## src/rtl/id_ex_skid_reg_if.sv

```systemverilog
// ---------------------------------------------------------------------------
// id_ex_skid_reg_if
//
// Bundles the decode-side (in_*) and execute-side (out_*) signals of the
// ID/EX pipeline register.
//
// Modports:
//   master : the environment around the stage. It drives the decode fields,
//            in_valid and out_ready, and observes the EX-side fields,
//            in_ready and occupancy.
//   slave  : the pipeline register itself.
//
// Signals:
//   in_valid / in_ready    decode handshake
//   in_ops                 NUM_OPS operand words, word k at [k*DATA_W +: DATA_W]
//   in_pc, in_instr        program counter and instruction word
//   in_ctrl                packed control bits
//   in_rs1/in_rs2/in_rd    register indices
//   out_valid / out_ready  execute handshake
//   out_*                  held instruction fields (out_ctrl gated by valid)
//   occupancy              number of held entries, 0..2
// ---------------------------------------------------------------------------
interface id_ex_skid_reg_if #(
    parameter int DATA_W  = 64,
    parameter int NUM_OPS = 4,
    parameter int PC_W    = 8,
    parameter int INSTR_W = 32,
    parameter int CTRL_W  = 8,
    parameter int REG_W   = 5
);
    logic                      in_valid;
    logic                      in_ready;
    logic [NUM_OPS*DATA_W-1:0] in_ops;
    logic [PC_W-1:0]           in_pc;
    logic [INSTR_W-1:0]        in_instr;
    logic [CTRL_W-1:0]         in_ctrl;
    logic [REG_W-1:0]          in_rs1;
    logic [REG_W-1:0]          in_rs2;
    logic [REG_W-1:0]          in_rd;

    logic                      out_valid;
    logic                      out_ready;
    logic [NUM_OPS*DATA_W-1:0] out_ops;
    logic [PC_W-1:0]           out_pc;
    logic [INSTR_W-1:0]        out_instr;
    logic [CTRL_W-1:0]         out_ctrl;
    logic [REG_W-1:0]          out_rs1;
    logic [REG_W-1:0]          out_rs2;
    logic [REG_W-1:0]          out_rd;

    logic [1:0]                occupancy;

    modport master (
        output in_valid, in_ops, in_pc, in_instr, in_ctrl, in_rs1, in_rs2, in_rd,
        output out_ready,
        input  in_ready,
        input  out_valid, out_ops, out_pc, out_instr, out_ctrl, out_rs1, out_rs2, out_rd,
        input  occupancy
    );

    modport slave (
        input  in_valid, in_ops, in_pc, in_instr, in_ctrl, in_rs1, in_rs2, in_rd,
        input  out_ready,
        output in_ready,
        output out_valid, out_ops, out_pc, out_instr, out_ctrl, out_rs1, out_rs2, out_rd,
        output occupancy
    );
endinterface

```

## src/rtl/id_ex_skid_reg.sv

```systemverilog
// ---------------------------------------------------------------------------
// id_ex_skid_reg
//
// ID/EX pipeline register with a valid/ready handshake and a two-entry skid
// buffer. The main entry M drives the execute side; the skid entry S catches
// the one instruction that decode can still push in the cycle execute stalls.
// in_ready is the inverse of the skid valid bit, so it comes from a flop and
// has no combinational path from out_ready. Control bits presented to EX are
// forced to zero whenever no valid instruction is held, so write-enables
// never leak into execute.
//
// Ports:
//   clk        clock, all state updates on the rising edge
//   rst        synchronous active-high reset, priority over flush
//   flush      synchronous; drops every held entry and the one being accepted
//   bus        id_ex_skid_reg_if.slave carrying both handshakes and fields
//
// Parameters must match those of the connected interface instance.
// ---------------------------------------------------------------------------
module id_ex_skid_reg #(
    parameter int DATA_W  = 64,
    parameter int NUM_OPS = 4,
    parameter int PC_W    = 8,
    parameter int INSTR_W = 32,
    parameter int CTRL_W  = 8,
    parameter int REG_W   = 5
) (
    input  logic              clk,
    input  logic              rst,
    input  logic              flush,
    id_ex_skid_reg_if.slave   bus
);

    // One held instruction: every field that travels from decode to execute.
    typedef struct packed {
        logic [NUM_OPS*DATA_W-1:0] ops;
        logic [PC_W-1:0]           pc;
        logic [INSTR_W-1:0]        instr;
        logic [CTRL_W-1:0]         ctrl;
        logic [REG_W-1:0]          rs1;
        logic [REG_W-1:0]          rs2;
        logic [REG_W-1:0]          rd;
    } entry_t;

    entry_t m_q;    // main entry, drives the outputs
    entry_t s_q;    // skid entry
    logic   mv_q;   // main entry valid
    logic   sv_q;   // skid entry valid

    entry_t in_entry;
    logic   accept;
    logic   issue;
    logic   m_free;

    assign in_entry = '{
        ops:   bus.in_ops,
        pc:    bus.in_pc,
        instr: bus.in_instr,
        ctrl:  bus.in_ctrl,
        rs1:   bus.in_rs1,
        rs2:   bus.in_rs2,
        rd:    bus.in_rd
    };

    // in_ready depends only on the skid flop, never on out_ready.
    assign bus.in_ready = ~sv_q;

    assign accept = bus.in_valid & ~sv_q;
    assign issue  = mv_q & bus.out_ready;

    // M can take a new value when empty or when it is leaving this cycle.
    assign m_free = ~mv_q | issue;

    always_ff @(posedge clk) begin
        // NOTE: state flops use non-blocking assignments so every register
        // samples the pre-edge values, independent of statement order.
        if (rst) begin
            // NOTE: the data entries are cleared too so every output reads
            // zero out of reset; these are two entries, not a memory array.
            mv_q <= 1'b0;
            sv_q <= 1'b0;
            m_q  <= '0;
            s_q  <= '0;
        end else if (flush) begin
            // Data fields may keep stale contents; only validity is dropped.
            mv_q <= 1'b0;
            sv_q <= 1'b0;
        end else if (m_free) begin
            if (sv_q) begin
                // Drain skid first to keep strict FIFO order; accept is
                // impossible here because in_ready is low.
                m_q  <= s_q;
                mv_q <= 1'b1;
                sv_q <= 1'b0;
            end else if (accept) begin
                m_q  <= in_entry;
                mv_q <= 1'b1;
            end else begin
                mv_q <= 1'b0;
            end
        end else if (accept) begin
            // M is stalled: the instruction accepted this cycle parks in S.
            s_q  <= in_entry;
            sv_q <= 1'b1;
        end
    end

    assign bus.out_valid = mv_q;
    assign bus.out_ops   = m_q.ops;
    assign bus.out_pc    = m_q.pc;
    assign bus.out_instr = m_q.instr;
    assign bus.out_rs1   = m_q.rs1;
    assign bus.out_rs2   = m_q.rs2;
    assign bus.out_rd    = m_q.rd;

    // Combinational gating so ctrl is zero in the very cycle valid is low.
    assign bus.out_ctrl  = mv_q ? m_q.ctrl : '0;

    assign bus.occupancy = {1'b0, mv_q} + {1'b0, sv_q};

endmodule
```

## src/flat_wrapper.sv

```systemverilog
// flat-port wrapper written by rule: the top's interface ports become plain ports
module id_ex_skid_reg_flat 
#(
    parameter int DATA_W  = 64,
    parameter int NUM_OPS = 4,
    parameter int PC_W    = 8,
    parameter int INSTR_W = 32,
    parameter int CTRL_W  = 8,
    parameter int REG_W   = 5
)
  (clk, rst, flush, bus_in_valid, bus_in_ops, bus_in_pc, bus_in_instr, bus_in_ctrl, bus_in_rs1, bus_in_rs2, bus_in_rd, bus_out_ready, bus_in_ready, bus_out_valid, bus_out_ops, bus_out_pc, bus_out_instr, bus_out_ctrl, bus_out_rs1, bus_out_rs2, bus_out_rd, bus_occupancy);
  id_ex_skid_reg_if #(.DATA_W(DATA_W), .NUM_OPS(NUM_OPS), .PC_W(PC_W), .INSTR_W(INSTR_W), .CTRL_W(CTRL_W), .REG_W(REG_W)) bus_i ();
  input  logic clk;
  input  logic rst;
  input  logic flush;
  input wire logic [$bits(bus_i.in_valid)-1:0] bus_in_valid;
  input wire logic [$bits(bus_i.in_ops)-1:0] bus_in_ops;
  input wire logic [$bits(bus_i.in_pc)-1:0] bus_in_pc;
  input wire logic [$bits(bus_i.in_instr)-1:0] bus_in_instr;
  input wire logic [$bits(bus_i.in_ctrl)-1:0] bus_in_ctrl;
  input wire logic [$bits(bus_i.in_rs1)-1:0] bus_in_rs1;
  input wire logic [$bits(bus_i.in_rs2)-1:0] bus_in_rs2;
  input wire logic [$bits(bus_i.in_rd)-1:0] bus_in_rd;
  input wire logic [$bits(bus_i.out_ready)-1:0] bus_out_ready;
  output wire logic [$bits(bus_i.in_ready)-1:0] bus_in_ready;
  output wire logic [$bits(bus_i.out_valid)-1:0] bus_out_valid;
  output wire logic [$bits(bus_i.out_ops)-1:0] bus_out_ops;
  output wire logic [$bits(bus_i.out_pc)-1:0] bus_out_pc;
  output wire logic [$bits(bus_i.out_instr)-1:0] bus_out_instr;
  output wire logic [$bits(bus_i.out_ctrl)-1:0] bus_out_ctrl;
  output wire logic [$bits(bus_i.out_rs1)-1:0] bus_out_rs1;
  output wire logic [$bits(bus_i.out_rs2)-1:0] bus_out_rs2;
  output wire logic [$bits(bus_i.out_rd)-1:0] bus_out_rd;
  output wire logic [$bits(bus_i.occupancy)-1:0] bus_occupancy;
  assign bus_i.in_valid = bus_in_valid;
  assign bus_i.in_ops = bus_in_ops;
  assign bus_i.in_pc = bus_in_pc;
  assign bus_i.in_instr = bus_in_instr;
  assign bus_i.in_ctrl = bus_in_ctrl;
  assign bus_i.in_rs1 = bus_in_rs1;
  assign bus_i.in_rs2 = bus_in_rs2;
  assign bus_i.in_rd = bus_in_rd;
  assign bus_i.out_ready = bus_out_ready;
  assign bus_in_ready = bus_i.in_ready;
  assign bus_out_valid = bus_i.out_valid;
  assign bus_out_ops = bus_i.out_ops;
  assign bus_out_pc = bus_i.out_pc;
  assign bus_out_instr = bus_i.out_instr;
  assign bus_out_ctrl = bus_i.out_ctrl;
  assign bus_out_rs1 = bus_i.out_rs1;
  assign bus_out_rs2 = bus_i.out_rs2;
  assign bus_out_rd = bus_i.out_rd;
  assign bus_occupancy = bus_i.occupancy;
  id_ex_skid_reg #(.DATA_W(DATA_W), .NUM_OPS(NUM_OPS), .PC_W(PC_W), .INSTR_W(INSTR_W), .CTRL_W(CTRL_W), .REG_W(REG_W)) u_core (.clk(clk), .rst(rst), .flush(flush), .bus(bus_i));
endmodule
```

## config.mk

```make
export PLATFORM = sky130hd
export DESIGN_NAME = id_ex_skid_reg_flat
export DESIGN_NICKNAME = d
export VERILOG_FILES = /design/src/rtl/id_ex_skid_reg_if.sv /design/src/rtl/id_ex_skid_reg.sv /design/src/flat_wrapper.sv
export SDC_FILE = /design/constraint.sdc
export NUM_CORES = 1
export LEC_CHECK = 0
export BUFFER_PORTS_ARGS = -buffer_cell sky130_fd_sc_hd__clkbuf_2
export CORE_AREA = 2 2 253 255
export CTS_BUF_LIST = sky130_fd_sc_hd__clkbuf_16
export CTS_CLUSTER_SIZE = 28
export DETAILED_ROUTE_END_ITERATION = 8
export DIE_AREA = 0 0 255 257
export PLACE_DENSITY = 0.74
export SETUP_SLACK_MARGIN = 0.3
export SLEW_MARGIN = 20
export SYNTH_ARGS = -nofsm -noshare
export SYNTH_HDL_FRONTEND = slang
export SYNTH_SLANG_ARGS = --single-unit
```

## constraint.sdc

```tcl
create_clock -name clk -period 1.96 [get_ports clk]
set_input_delay 0.49 -clock clk [delete_from_list [all_inputs] [get_ports clk]]
set_output_delay 0.49 -clock clk [all_outputs]
set_load 0.02 [all_outputs]
```

## Word level (Yosys, flattened, before mapping)

Index checks and enable logic that the tools add are counted.

- Bits in read-only memories: 0
- Bits in latches: 0
- Input bits: 324
- Memories: 0
- Word-level logic and storage cells: 34
- Register bits after elaboration: 640
- Bits in writable memories: 0
- Output and inout port bits: 323

- Shift operators: 0
- Bitwise operators: 7
- Add/sub/neg operators: 1
- Multipliers: 0
- Eq/ne operators: 0
- $lt $le $gt $ge: 0
- Reduce and logical (&&, ||, !) cells: 5
- Div/mod/pow operators: 0
- Muxes and demuxes: 5

Operators by type and width:

| cell | number |
|---|---|
| 319-bit 2-to-1 mux | 2 |
| 8-bit 2-to-1 mux | 1 |
| 3-bit AND reduction | 2 |
| 1-bit inverter | 4 |
| 3-bit OR reduction | 1 |
| 1-bit by 1-bit adder with 2-bit output | 1 |
| 1-bit AND | 2 |
| 1-bit 2-to-1 mux | 2 |
| 2-bit nonzero test | 1 |
| 2-bit OR reduction | 1 |
| 1-bit bitwise OR | 1 |

## Logic depth before layout (Yosys ltp)

- Depth in word-level cells: 4
- Mapped depth: 8
- Depth with buffers taken out: 3

## Worst setup path before layout

Ideal clock, no wire load.

- Path kind: input to register
- Start: input port rst
- End: register u_core.m_q, in the netlist u_core.bus.out_instr[0]
- Buffers on the path: 4
- Arrival: 1567 ps
- Slack: 247 ps
- Library setup time: 146 ps
- Stages on the path: 5
- Data required time: 1814 ps
- Path through: clkbuf_1 -> buf_2 -> clkbuf_1 -> clkbuf_1 -> a211oi_2

RTL lines:

| element | RTL line | text |
|---|---|---|
| from (decl) | flat_wrapper.sv:14 | `input logic rst;` |
| to (signal assigned) | id_ex_skid_reg.sv:92 | `m_q <= s_q;` |
| to (signal assigned) | id_ex_skid_reg.sv:96 | `m_q <= in_entry;` |
| to (decl) | id_ex_skid_reg.sv:45 | `entry_t m_q;` |

No word-level cell between the ends.

## Worst setup path after layout

- Start: register u_core.mv_q (netlist: u_core.bus.out_valid)
- End: output port bus_occupancy[0]

- Word-level cells in the longest chain between the ends: 1

Ends and longest elaborated chain:

| element | RTL line | text |
|---|---|---|
| from (decl) | id_ex_skid_reg.sv:47 | `logic mv_q;` |
| from (signal assigned) | id_ex_skid_reg.sv:80 | `mv_q <= 1'b0;` |
| from (signal assigned) | id_ex_skid_reg.sv:86 | `mv_q <= 1'b0;` |
| from (signal assigned) | id_ex_skid_reg.sv:93 | `mv_q <= 1'b1;` |
| 1-bit by 1-bit adder with 2-bit output | id_ex_skid_reg.sv:119 | `assign bus.occupancy = {1'b0, mv_q} + {1'b0, sv_q};` |
| to (decl) | flat_wrapper.sv:34 | `output wire logic [$bits(bus_i.occupancy)-1:0] bus_occupancy;` |

No other way between the ends.

==> flow_metrics.py <==
metrics = {
    "timing": {
        "hold_viol": 0,
        "fmax_ghz": 0.510,
        "rsz0062_at_grt": "yes",
        "worstMarginPinSlew_ns": 0.492,
        "setup_tns_ns": 0,
        "drv_slew": 0,
        "maxSlewHeadroom_pct": 67.2,
        "fin_crit_ns": 1.96,
        "finalCritPeriodShare_pct": 100,
        "fin_worst_skew_ns": 0.0191,
        "setup_viol": 0,
    },
    "power_and_ir_drop": {
        "comb_power_share_pct": 16.9,
        "intPower_mw": 22.8,
        "netSwitchingPower_mw": 9.02,
        "pwr_density_cell_nw_per_um2": 742,
        "p_total_mw": 31.9,
        "p_seq_share_pct": 43.9,
        "power_switching_share_pct": 28.3,
        "pwr-share-clk_pct": 39.2,
        "vdd.ir_drop.worst_mv": 0.738,
        "p_leak_nw": 15.7,
    },
    "worst_setup_path": {
        "path_buf_inv": 2,
        "cpPeakStageDelay_ns": 0.37,
        "slowest_stage": "dfxtp_4",
        "start_kind": "flop",
        "critPathMaxFanout": 5,
        "crit_arrival_ns": 1.47,
        "cp.required_ns": 1.47,
        "path_cells": "buf_8 > ha_4 > buf_8",
        "cp-end-kind": "output port",
        "path_class": "flop to output port",
        "crit_family": "flip-flops",
        "crit_top_cell": "buf_8",
    },
    "clock_tree": {
        "path_clk_slew_ns": 0.06,
        "cts_buffers": 71,
        "postCtsHoldBufs": 0,
        "cts_root_buffer": "clkbuf_16",
        "h-tree-depth": 3,
        "cts_tree": "done",
        "cts_sinks": 640,
        "clkLatencyLatePin_ns": 0.61,
        "clockBufferDepth": 3,
    },
    "run_status": {
        "status": "completed",
    },
    "run": {
        "max_cap_viol_count": 0,
    },
    "die": {
        "core_area_um2": 62700,
        "die_w_um": 255,
        "initial_utilization_pct": 52.4,
        "dieHeight_um": 257,
        "dieArea_um2": 65500,
        "boundaryPins": 647,
        "rows": 92,
    },
    "detailed_routing": {
        "drcViolationCount": 0,
        "initialDrtViolationCount": 1807,
        "ant_nets": 0,
        "wl_per_cell_um": 23.4,
        "num_vias": 25300,
        "dr.pass1.iters": 5,
        "wl_um": 106000,
        "viasPerCell": 5.61,
    },
    "layout": {
        "syn2layout_area_growth_pct": 30.5,
        "drive_gt1_share_pct": 44.0,
        "fin_area_um2": 42900,
        "layout_commonest_cell": "nand2b_1",
        "final_nets": 3928,
        "final_cell_mix": "nand2b_1 (638), mux2i_1 (610), dfxtp_1 (546)",
        "fin_cells": 4511,
    },
    "global_route": {
        "grt_antenna_before_repair": 14,
        "grt_pass1_vias": 22700,
        "globalRouteTotalUtil_pct": 24.1,
        "grt_start_max_net_pins": 139,
        "grt-ovfl-total": 0,
        "grt_pass1_wl_um": 127000,
    },
    "synth": {
        "ys_seq_elements": 640,
        "syn_area_per_cell_um2": 10.4,
        "syn-num-nets": 3494,
        "syn_inst": 3169,
        "yosys_warnings": 0,
        "syn_area_um2": 32900,
        "synth-seq-area-share_pct": 38.9,
        "synth.distinct_cells": 18,
    },
    "placed_design": {
        "port_buffers": 646,
        "post_dp_cell_area_um2": 34800,
        "dpl.hpwl_um": 56500,
        "place_congestion": 0.838,
        "dp_cells": 4178,
    },
    "min_path": {
        "min-delay-path-class": "input port to flop",
    },
}
-- metal layers --
| layer | track usage, % | vias up | wire (µm) |
|---|---|---|---|
| met5 | 0 | - | 57 |
| met4 | 11.4 | 8 | 5220 |
| met3 | 6.17 | 312 | 7120 |
| met2 | 39.9 | 986 | 51800 |
| met1 | 29.0 | 12400 | 41500 |
| li1 | - | 11600 | - |
-- stage by stage --
stage               setup slack [ns]  util [%]  hold WS, ns
global route                 -0.0483      68.4        0.123
global placement              0.0666      55.6        0.456
CTS                          -0.0284      61.0        0.101
detailed placement            0.0246      55.6        0.463
finish                      0.000453      68.4        0.136
floorplan                      0.247         -        0.448
-- synth_stat cells --
master | number | area share (%)
a211oi_2 | 310 | 12
dfxtp_1 | 640 | 39
nand2b_1 | 639 | 12
and2_1 | 9 | 0.17
nor2_1 | 1 | 0.011
a211oi_1 | 10 | 0.23
nor4b_2 | 1 | 0.046
buf_4 | 314 | 7.2
buf_2 | 40 | 0.61
clkbuf_1 | 174 | 2.0
buf_6 | 57 | 2.0
mux2i_1 | 638 | 19
nor4_1 | 1 | 0.019
o21ba_1 | 1 | 0.030
ha_1 | 1 | 0.038
buf_8 | 13 | 0.59
inv_2 | 1 | 0.011
a21oi_1 | 319 | 4.9
-- sequential cells by signal (all words and copies together) (netlist names), 5 cells and up --
register	cells
u_core.bus.out_rs1	5
u_core.bus.out_instr	32
u_core.bus.out_ops	256
u_core.m_q	8
u_core.s_q	319
u_core.bus.out_rs2	5
u_core.bus.out_rd	5
u_core.bus.out_pc	8
-- worst reg2reg max path, stage by stage (launching register included) --
cell,delay [ns]
dfxtp_4,0.36
buf_6,0.14
buf_6,0.13
nor4b_4,0.34
buf_6,0.24
buf_16,0.20
buf_16,0.18
mux2i_2,0.25
-- power groups by stage --
stage	clock, mW	sequential [mW]	combinational [mW]
global route	13.1	14.0	5.66
detailed placement	0	14.1	4.13
floorplan	0	14.0	3.34
finish	12.5	14.0	5.38
CTS	12.6	13.9	4.38
global placement	0	14.1	4.08
-- area by class of cell --
cell class                      instances  area (µm²)
Clock inverter                         51         284
Sequential cell                       640       12900
Multi-Input combinational cell       1932       17100
Inverter                                1        16.3
Timing Repair Buffer                  957        9680
Fill cell                            4337       19800
Clock buffer                           73        1830
Tap cell                              846        1060
Antenna cell                           11        27.5
-- cells by family (layout without fill, tap and decap cells) --
kind of cell	after synthesis	in the layout	share of synthesized area, %
flops	640	640	38.9
simple gates	651	653	12.4
buf+inv	599	1082	12.3
compound gates	640	640	16.9
other cells	0	11	0
mux	638	638	19.4
fa+ha+maj	1	1	0.0380
-- what timing repair did --
| item | CTS | global route |
|---|---|---|
| gates cloned | 1 | 121 |
| hold endpoints to repair | 0 | 0 |
| setup buffers | 7 | 69 |
| endpoints found under the setup margin | 149 | 722 |
| pin swaps | 157 | 210 |
| gates resized for setup | 379 | 300 |
-- final timing paths --
check                                       to  slack, ns  depth (start not counted)                               from
hold / removal    u_core.s_q[109]$_SDFFE_PP0P_       0.14                          3                     bus_in_ops[46]
setup reg to reg  u_core.s_q[145]$_SDFFE_PP0P_       0.05                          7           u_core.sv_q$_SDFFE_PP0P_
hold reg to reg     u_core.s_q[7]$_SDFFE_PP0P_       0.47                          2         u_core.s_q[7]$_SDFFE_PP0P_
setup / recovery              bus_occupancy[0]     0.0005                          3  u_core.bus.out_valid$_SDFFE_PP0P_
Power figures use the tool's default switching activity.
